==> config.mk <==
export PLATFORM = sky130hd
export DESIGN_NAME = auth_engine
export DESIGN_NICKNAME = d
export VERILOG_FILES = /design/src/rtl/auth_engine.sv
export SDC_FILE = /design/constraint.sdc
export NUM_CORES = 1
export LEC_CHECK = 0
export ABC_AREA = 1
export BUFFER_PORTS_ARGS = -buffer_cell sky130_fd_sc_hd__buf_2
export CELL_PAD_IN_SITES_DETAIL_PLACEMENT = 1
export CELL_PAD_IN_SITES_GLOBAL_PLACEMENT = 2
export CORE_UTILIZATION = 33
export DETAILED_ROUTE_END_ITERATION = 10
export PLACE_DENSITY = 0.8
export SLEW_MARGIN = 20
export SYNTH_ARGS = -nofsm -noshare
export SYNTH_HDL_FRONTEND = slang
export SYNTH_SLANG_ARGS = --single-unit
==> constraint.sdc <==
create_clock -name clk -period 2 [get_ports clk]
set_input_delay 0.1 -clock clk [delete_from_list [all_inputs] [get_ports clk]]
set_output_delay 0.1 -clock clk [all_outputs]
set_load 0.01 [all_outputs]
==> src/rtl/auth_engine.sv <==
// auth_engine: sequential account/PIN table lookup, one entry per cycle, with
// per-account failed-attempt lockout and a single tracked session.
module auth_engine #(
  parameter int NUM_ACC   = 4,
  parameter int ACC_W     = 4,
  parameter int PIN_W     = 4,
  parameter int MAX_TRIES = 3,
  parameter int IDX_W     = $clog2(NUM_ACC)
) (
  input  logic             clk,
  input  logic             reset,
  input  logic             req_valid,
  output logic             req_ready,
  input  logic             action,
  input  logic [ACC_W-1:0] acc_number,
  input  logic [PIN_W-1:0] pin,
  input  logic             deAuth,
  input  logic             unlock_valid,
  input  logic [IDX_W-1:0] unlock_index,
  output logic             done,
  output logic             wasSuccessful,
  output logic             locked_out,
  output logic [IDX_W-1:0] accIndex,
  output logic             session_active,
  output logic [IDX_W-1:0] session_index
);

  localparam int               CNT_W    = $clog2(MAX_TRIES + 1);
  localparam logic [CNT_W-1:0] CNT_MAX  = CNT_W'(MAX_TRIES);
  localparam logic [IDX_W-1:0] IDX_LAST = IDX_W'(NUM_ACC - 1);

  typedef enum logic [1:0] {
    IDLE = 2'd0,
    SCAN = 2'd1,
    RESP = 2'd2
  } state_t;

  state_t           state_r;
  state_t           state_nxt_s;
  logic [IDX_W-1:0] scan_idx_r;
  logic             action_r;
  logic [ACC_W-1:0] acc_r;
  logic [PIN_W-1:0] pin_r;
  logic [CNT_W-1:0] fail_cnt_r [NUM_ACC];

  logic             ready_r;
  logic             done_r;
  logic             succ_r;
  logic             locked_r;
  logic [IDX_W-1:0] idx_r;
  logic             sess_act_r;
  logic [IDX_W-1:0] sess_idx_r;

  logic               acc_hit_s;
  logic               last_s;
  logic               finish_s;
  logic               cur_locked_s;
  logic               pin_ok_s;
  logic               res_succ_s;
  logic               res_locked_s;
  logic [IDX_W-1:0]   res_idx_s;
  logic               cnt_inc_s;
  logic               cnt_clr_s;
  logic               sess_set_s;
  logic [NUM_ACC-1:0] unlock_hit_s;

  // The table is fixed (entry i holds account i and PIN i), so it is computed, not stored.
  function automatic logic [ACC_W-1:0] table_acc(input logic [IDX_W-1:0] k);
    table_acc = ACC_W'(k);
  endfunction

  function automatic logic [PIN_W-1:0] table_pin(input logic [IDX_W-1:0] k);
    table_pin = PIN_W'(k);
  endfunction

  // Compare the entry under the scan pointer against the latched request.
  always_comb begin
    acc_hit_s    = (state_r == SCAN) && (table_acc(scan_idx_r) == acc_r);
    last_s       = (scan_idx_r == IDX_LAST);
    finish_s     = (state_r == SCAN) && (acc_hit_s || last_s);
    cur_locked_s = (fail_cnt_r[scan_idx_r] == CNT_MAX);
    pin_ok_s     = (table_pin(scan_idx_r) == pin_r);
  end

  // Decode the outcome of a hit; a miss leaves every result field at zero.
  always_comb begin
    res_succ_s   = 1'b0;
    res_locked_s = 1'b0;
    res_idx_s    = {IDX_W{1'b0}};
    cnt_inc_s    = 1'b0;
    cnt_clr_s    = 1'b0;
    sess_set_s   = 1'b0;
    if (acc_hit_s) begin
      res_idx_s = scan_idx_r;
      if (!action_r) begin
        res_succ_s   = 1'b1;
        res_locked_s = cur_locked_s;
      end else if (cur_locked_s) begin
        res_locked_s = 1'b1;
      end else if (pin_ok_s) begin
        res_succ_s = 1'b1;
        cnt_clr_s  = 1'b1;
        sess_set_s = 1'b1;
      end else begin
        cnt_inc_s = 1'b1;
      end
    end else begin
      res_idx_s = {IDX_W{1'b0}};
    end
  end

  // One-hot unlock select; indices beyond the table never match any entry.
  always_comb begin
    unlock_hit_s = {NUM_ACC{1'b0}};
    for (int i = 0; i < NUM_ACC; i++) begin
      unlock_hit_s[i] = unlock_valid && (unlock_index == IDX_W'(i));
    end
  end

  // Next-state logic for IDLE -> SCAN -> RESP -> IDLE.
  always_comb begin
    state_nxt_s = state_r;
    case (state_r)
      IDLE: begin
        if (req_valid) begin
          state_nxt_s = SCAN;
        end else begin
          state_nxt_s = IDLE;
        end
      end
      SCAN: begin
        if (finish_s) begin
          state_nxt_s = RESP;
        end else begin
          state_nxt_s = SCAN;
        end
      end
      RESP:    state_nxt_s = IDLE;
      default: state_nxt_s = IDLE;
    endcase
  end

  // State register, handshake flags, scan pointer and request latch.
  always_ff @(posedge clk) begin
    if (reset) begin
      state_r    <= IDLE;
      ready_r    <= 1'b1;
      done_r     <= 1'b0;
      scan_idx_r <= {IDX_W{1'b0}};
      action_r   <= 1'b0;
      acc_r      <= {ACC_W{1'b0}};
      pin_r      <= {PIN_W{1'b0}};
    end else begin
      state_r <= state_nxt_s;
      ready_r <= (state_nxt_s == IDLE);
      done_r  <= finish_s;
      if ((state_r == IDLE) && req_valid) begin
        scan_idx_r <= {IDX_W{1'b0}};
        action_r   <= action;
        acc_r      <= acc_number;
        pin_r      <= pin;
      end else if ((state_r == SCAN) && !finish_s) begin
        scan_idx_r <= scan_idx_r + IDX_W'(1);
      end
    end
  end

  // Result registers hold from one response to the next.
  always_ff @(posedge clk) begin
    if (reset) begin
      succ_r   <= 1'b0;
      locked_r <= 1'b0;
      idx_r    <= {IDX_W{1'b0}};
    end else if (finish_s) begin
      succ_r   <= res_succ_s;
      locked_r <= res_locked_s;
      idx_r    <= res_idx_s;
    end
  end

  // Session tracking; de-authentication beats a simultaneous login.
  always_ff @(posedge clk) begin
    if (reset) begin
      sess_act_r <= 1'b0;
      sess_idx_r <= {IDX_W{1'b0}};
    end else if (deAuth) begin
      sess_act_r <= 1'b0;
      sess_idx_r <= {IDX_W{1'b0}};
    end else if (finish_s && sess_set_s) begin
      sess_act_r <= 1'b1;
      sess_idx_r <= scan_idx_r;
    end
  end

  // Fail counters; an admin unlock beats a same-cycle increment.
  always_ff @(posedge clk) begin
    if (reset) begin
      for (int i = 0; i < NUM_ACC; i++) begin
        fail_cnt_r[i] <= {CNT_W{1'b0}};
      end
    end else begin
      for (int i = 0; i < NUM_ACC; i++) begin
        if (unlock_hit_s[i]) begin
          fail_cnt_r[i] <= {CNT_W{1'b0}};
        end else if (cnt_clr_s && (scan_idx_r == IDX_W'(i))) begin
          fail_cnt_r[i] <= {CNT_W{1'b0}};
        end else if (cnt_inc_s && (scan_idx_r == IDX_W'(i)) && (fail_cnt_r[i] != CNT_MAX)) begin
          fail_cnt_r[i] <= fail_cnt_r[i] + CNT_W'(1);
        end
      end
    end
  end

  assign req_ready      = ready_r;
  assign done           = done_r;
  assign wasSuccessful  = succ_r;
  assign locked_out     = locked_r;
  assign accIndex       = idx_r;
  assign session_active = sess_act_r;
  assign session_index  = sess_idx_r;

endmodule

# --- After elaboration in Yosys (flattened, before gate mapping) ---
# Memories as Yosys holds them, arrays and structs flattened. A register that Yosys moved wholly into a read port is not among the register bits.
# Cells that the tools add are included.
word_totals:
  reg_bits: 22
  wordCells: 154
  inputBits: 16
  mem_bits_rw: 8
  n_memories: 1
  output_inout_bits: 9
op_classes:
  n_bitwise: 12
  reduce_logical: 29
  n_eq_ne: 14
  mux: 81
  n_addsub: 5
mem_list:
  columns: ["name", "depth", "width", "read_ports", "rd_ports_with_merged_regs", "wr", "line_no", "text"]
  rows:
  - ["fail_cnt_r", 4, 2, 5, 1, 4, "44", "logic [CNT_W-1:0] fail_cnt_r [NUM_ACC];"]
ops:
  columns: ["operator", "count"]
  rows:
  - ["two-way mux 1 bit", 64]
  - ["two-way mux 2 bit", 16]
  - ["logical AND 1 bit", 21]
  - ["OR 1 bit", 12]
  - ["adder 2 x 1 -> 2 bit (second input constant)", 5]
  - ["equality test 2 bit (second input constant)", 5]
  - ["equality test 2 x 4 -> 1 bit", 2]
  - ["zero test 2 bit", 4]
  - ["!= test 2 bit (second input constant)", 4]
  - ["equality test 2 x 1 -> 1 bit (second input constant)", 3]
  - ["case mux 2 bit (2 select lines)", 1]
  - ["OR reduction 2 bit", 2]
  - ["zero test 1 bit", 1]
  - ["logical OR 1 bit", 1]

# --- Logic depth before layout (Yosys ltp) ---
depth:
  depth_word: 13
  depth_mapped: 9

# --- Worst setup path before layout ---
# OpenSTA, ideal clock, no wires.
synth_path:
  kind: "register to register"
  start: "register scan_idx_r[1]"
  end: "memory fail_cnt_r[0][0] (netlist bit), enable pin"
  t_required_ps: 1698
  path_stages_with_launch: 7
  setup_time_ps: 302
  setup_slack_ps: 579
  period_less_slack_ps: 1421
  path_buffers: 0
  t_arrival_ps: 1118
  cell_sequence: "dfxtp_1 -> nor2_1 -> nor2_2 -> nand3_4 -> nor2_4 -> nand3_1 -> nand4_1"
synth_lines:
  columns: ["element", "line_no", "text"]
  rows:
  - ["start, declared", "40", "logic [IDX_W-1:0] scan_idx_r;"]
  - ["start signal, assigned", "149", "scan_idx_r <= {IDX_W{1'b0}};"]
  - ["start signal, assigned", "158", "scan_idx_r <= {IDX_W{1'b0}};"]
  - ["start signal, assigned", "163", "scan_idx_r <= scan_idx_r + IDX_W'(1);"]
  - ["end, declared", "44", null]

==> key figures <==
Place
  • Dpl hpwl: 2.798 mm
  • Gp weighted congestion: 0.7268
  • Port Buf Inserts: 24
  • Placed insts: 264

Drt
  • DRC Markers: 1
  • DR WL/cell: 13.12 um
  • Vias/cell: 4.890
  • Drt pass-1 iters: 7
  • Initial DRC count: 36
  • Vias: 1330
  • ANT nets after route: 0
  • Detailed Route WL: 3.568 mm

Critical path
  • Reg2reg setup slack: 0.29 ns
  • Max FO, Critical Path: 7
  • Critical Path Source Type: flip-flop
  • R2r endpoint: fail_cnt_r[0][0]
  • Reg2reg path depth: 6
  • RR Startpoint: scan_idx_r[0]
  • Cell mode on critical path: nand4_1
  • Arr. time, crit path: 1.69 ns
  • Crit path required time: 1.99 ns
  • CP Capture Type: flip-flop
  • WS Path Type: reg -> reg
  • CP cell instances: nand2_1 -> nand2_2 -> nand4_2 -> nor2_4 -> nand4_1 -> nand4_1
  • Slowest CP cell: dfxtp_1
  • Crit path largest cell delay: 0.54 ns

Floorplanning
  • Starting density of the core: 35.40%
  • # rows: 24
  • Die H: 71.28 um
  • Die area: 0.005081 sq mm
  • Core area: 0.004474 sq mm
  • Ports: 25
  • Die width: 71.28 um

Clock network
  • Clk buf depth: 2
  • Hold-fix buffers, CTS: 0
  • H-tree depth: 2
  • Post-CTS Setup Bufs: 0
  • Resized cells post-CTS: 0
  • Root Buffer: clkbuf_8
  • Total CTS buffers: 5
  • # clock sinks: 31
  • CTS tree: done
  • Worst skew pair latency: 0.28 ns
  • Worst-path clk slew: 0.07 ns

STA
  • WHS: 0.07636 ns
  • Final setup fails: 0
  • Min Tclk post-route: 1.707 ns
  • Setup TNS: 0 ns
  • RSZ-0062 raised after global routing: no
  • Fin. Hold Viols: 0
  • Final Skew: 0.004850 ns
  • Max frequency: 585.9 MHz
  • Fin crit share: 85.34%
  • Max Slew Vio Count: 0
  • Worst rel slew slack: 65.08%
  • Worst slew pin tran: 0.5232 ns

Global route
  • Global router's overall resource usage: 15.85%
  • Vias in the first global route: 1402
  • First-pass GRT wire length: 6.203 mm
  • Largest net degree at the start of global routing: 19
  • Total congestion overflow: 0
  • Initial antenna violation count: 0

Logic synthesis
  • Post-Synthesis Mean Instance Area: 8.293 sq um
  • Synthesis-stage register bit count: 31
  • Top post-synthesis cells by area: dfxtp_1 (29%), edfxtp_1 (15%), nand2_1 (8.1%)
  • Synth Area in Simple Gates: 29.54%
  • Post-Synth Adder-Cell Area: 6.319%
  • Synth warn: 0
  • Largest family of logic cells by synthesized area: simple AND/OR/NAND/NOR gates
  • Multiplexer area fraction after synthesis: 0%
  • Post-synthesis sequential area ratio: 44.23%
  • Gate Count Post-Synth: 191
  • Synth Area in Compound Gates: 11.77%
  • Syn Nets: 215
  • Mapped Area: 0.001584 sq mm
  • Post-Synth XOR/XNOR Area: 0%
  • Synth cell types: 29
  • Post-synth top area cell: dfxtp_1
  • Synth top area share: 29.07%

Cells and area
  • Layout area overhead: 17.93%
  • Leading cell type in the layout, fill and taps excluded: nand2_1
  • Non-Filler Instances: 272
  • Diodes inserted: 0
  • Commonest cells after routing, fill and taps aside: nand2_1 (34), inv_1 (25), buf_2 (24)
  • Net count reported at finish: 243
  • Layout cell share with drive strength beyond 1: 24.55%

Min path
  • WHS Path Cells: 3
  • Hold worst-path end: session_active
  • Hold Startpoint: deAuth
  • Hold WC Path Type: in -> reg

Pwr
  • Static Leak: 0.8504 nW
  • Pwr Total: 1.544 mW
  • P per Cell Area: 826.3 mW/mm^2
  • Max IR drop VDD: 0.3556 mV

Status
  • Failing checks: DRC
  • Status: finished, violations left

Run
  • Max-cap violations: 0
-- worst max-delay path by stage --
stage / from / end / slack, ns / cells after the start
global route: scan_idx_r[0] / fail_cnt_r[0][1] / 0.11 / 6
global placement: scan_idx_r[0] / fail_cnt_r[0][1] / 0.30 / 7
floorplan: scan_idx_r[1] / fail_cnt_r[0][0] / 0.58 / 6
CTS: scan_idx_r[0] / fail_cnt_r[0][0] / 0.26 / 7
detailed placement: scan_idx_r[0] / fail_cnt_r[0][1] / 0.27 / 7
finish: scan_idx_r[0] / fail_cnt_r[0][0] / 0.29 / 6
-- worst max-delay path: cells and delay by family (launching register included) --
family,cells,cell delay (ns)
and+or+nand+nor,6,0.88
DFF,1,0.54
-- report_power, final --
part	switching, mW	internal (mW)	total [mW]
combinational	0.158	0.0808	0.238
clock	0.235	0.364	0.599
sequential	0.0239	0.682	0.706
total	0.417	1.13	1.54
-- sequential cells by signal, summed over array words and instances, names as in the netlist, named ones only --
register	cells
session_index	2
pin_r	4
scan_idx_r	2
wasSuccessful	1
session_active	1
acc_r	4
fail_cnt_r	8
state_r	2
req_ready	1
action_r	1
accIndex	2
locked_out	1
-- per-layer routing --
layer	share of wire (%)	up-vias	routed length, um	global-route usage [%]
li1	-	687	-	-
met1	45	614	1604	19.08
met2	50	23	1769	27.72
met3	4.3	6	152	4.219
met4	1.2	0	42	4.667
met5	0	-	0	0
-- metrics by stage --
step                setup slack [ns]  util, %  cell area [sq um]
floorplan                     0.5794        -               1584
global route                  0.1099    41.75               1868
CTS                           0.2568    41.75               1868
finish                        0.2931    41.75               1868
detailed placement            0.2750    39.35               1760
global placement              0.2981    39.35               1760
-- cell usage after synthesis (all sizes together) --
cell type	count
clkinv	1
o21a	1
buf	1
inv	28
clkbuf	3
nor2	17
edfxtp	8
nand2	39
nand3b	1
a21oi	17
a211oi	1
ha	8
nand3	15
nand4	7
dfxtp	23
o21bai	1
nor3	8
o21ai	12
-- layout make-up --
| type | instances | area, sq um |
|---|---|---|
| flip-flops and latches | 31 | 700.7 |
| inverters | 29 | 112.6 |
| repair buffers | 25 | 127.6 |
| fillers | 546 | 2606 |
| clock buffers | 5 | 68.82 |
| clock inverters | 3 | 38.79 |
| multi-input cells | 127 | 754.5 |
| well taps | 52 | 65.06 |
-- cells by family after synthesis --
family / after synthesis
DFF: 31
AOI/OAI and AO/OA: 32
buffers and inverters: 33
and+or+nand+nor: 87
adders and majority gates: 8
(Power assumes the default switching activity.)
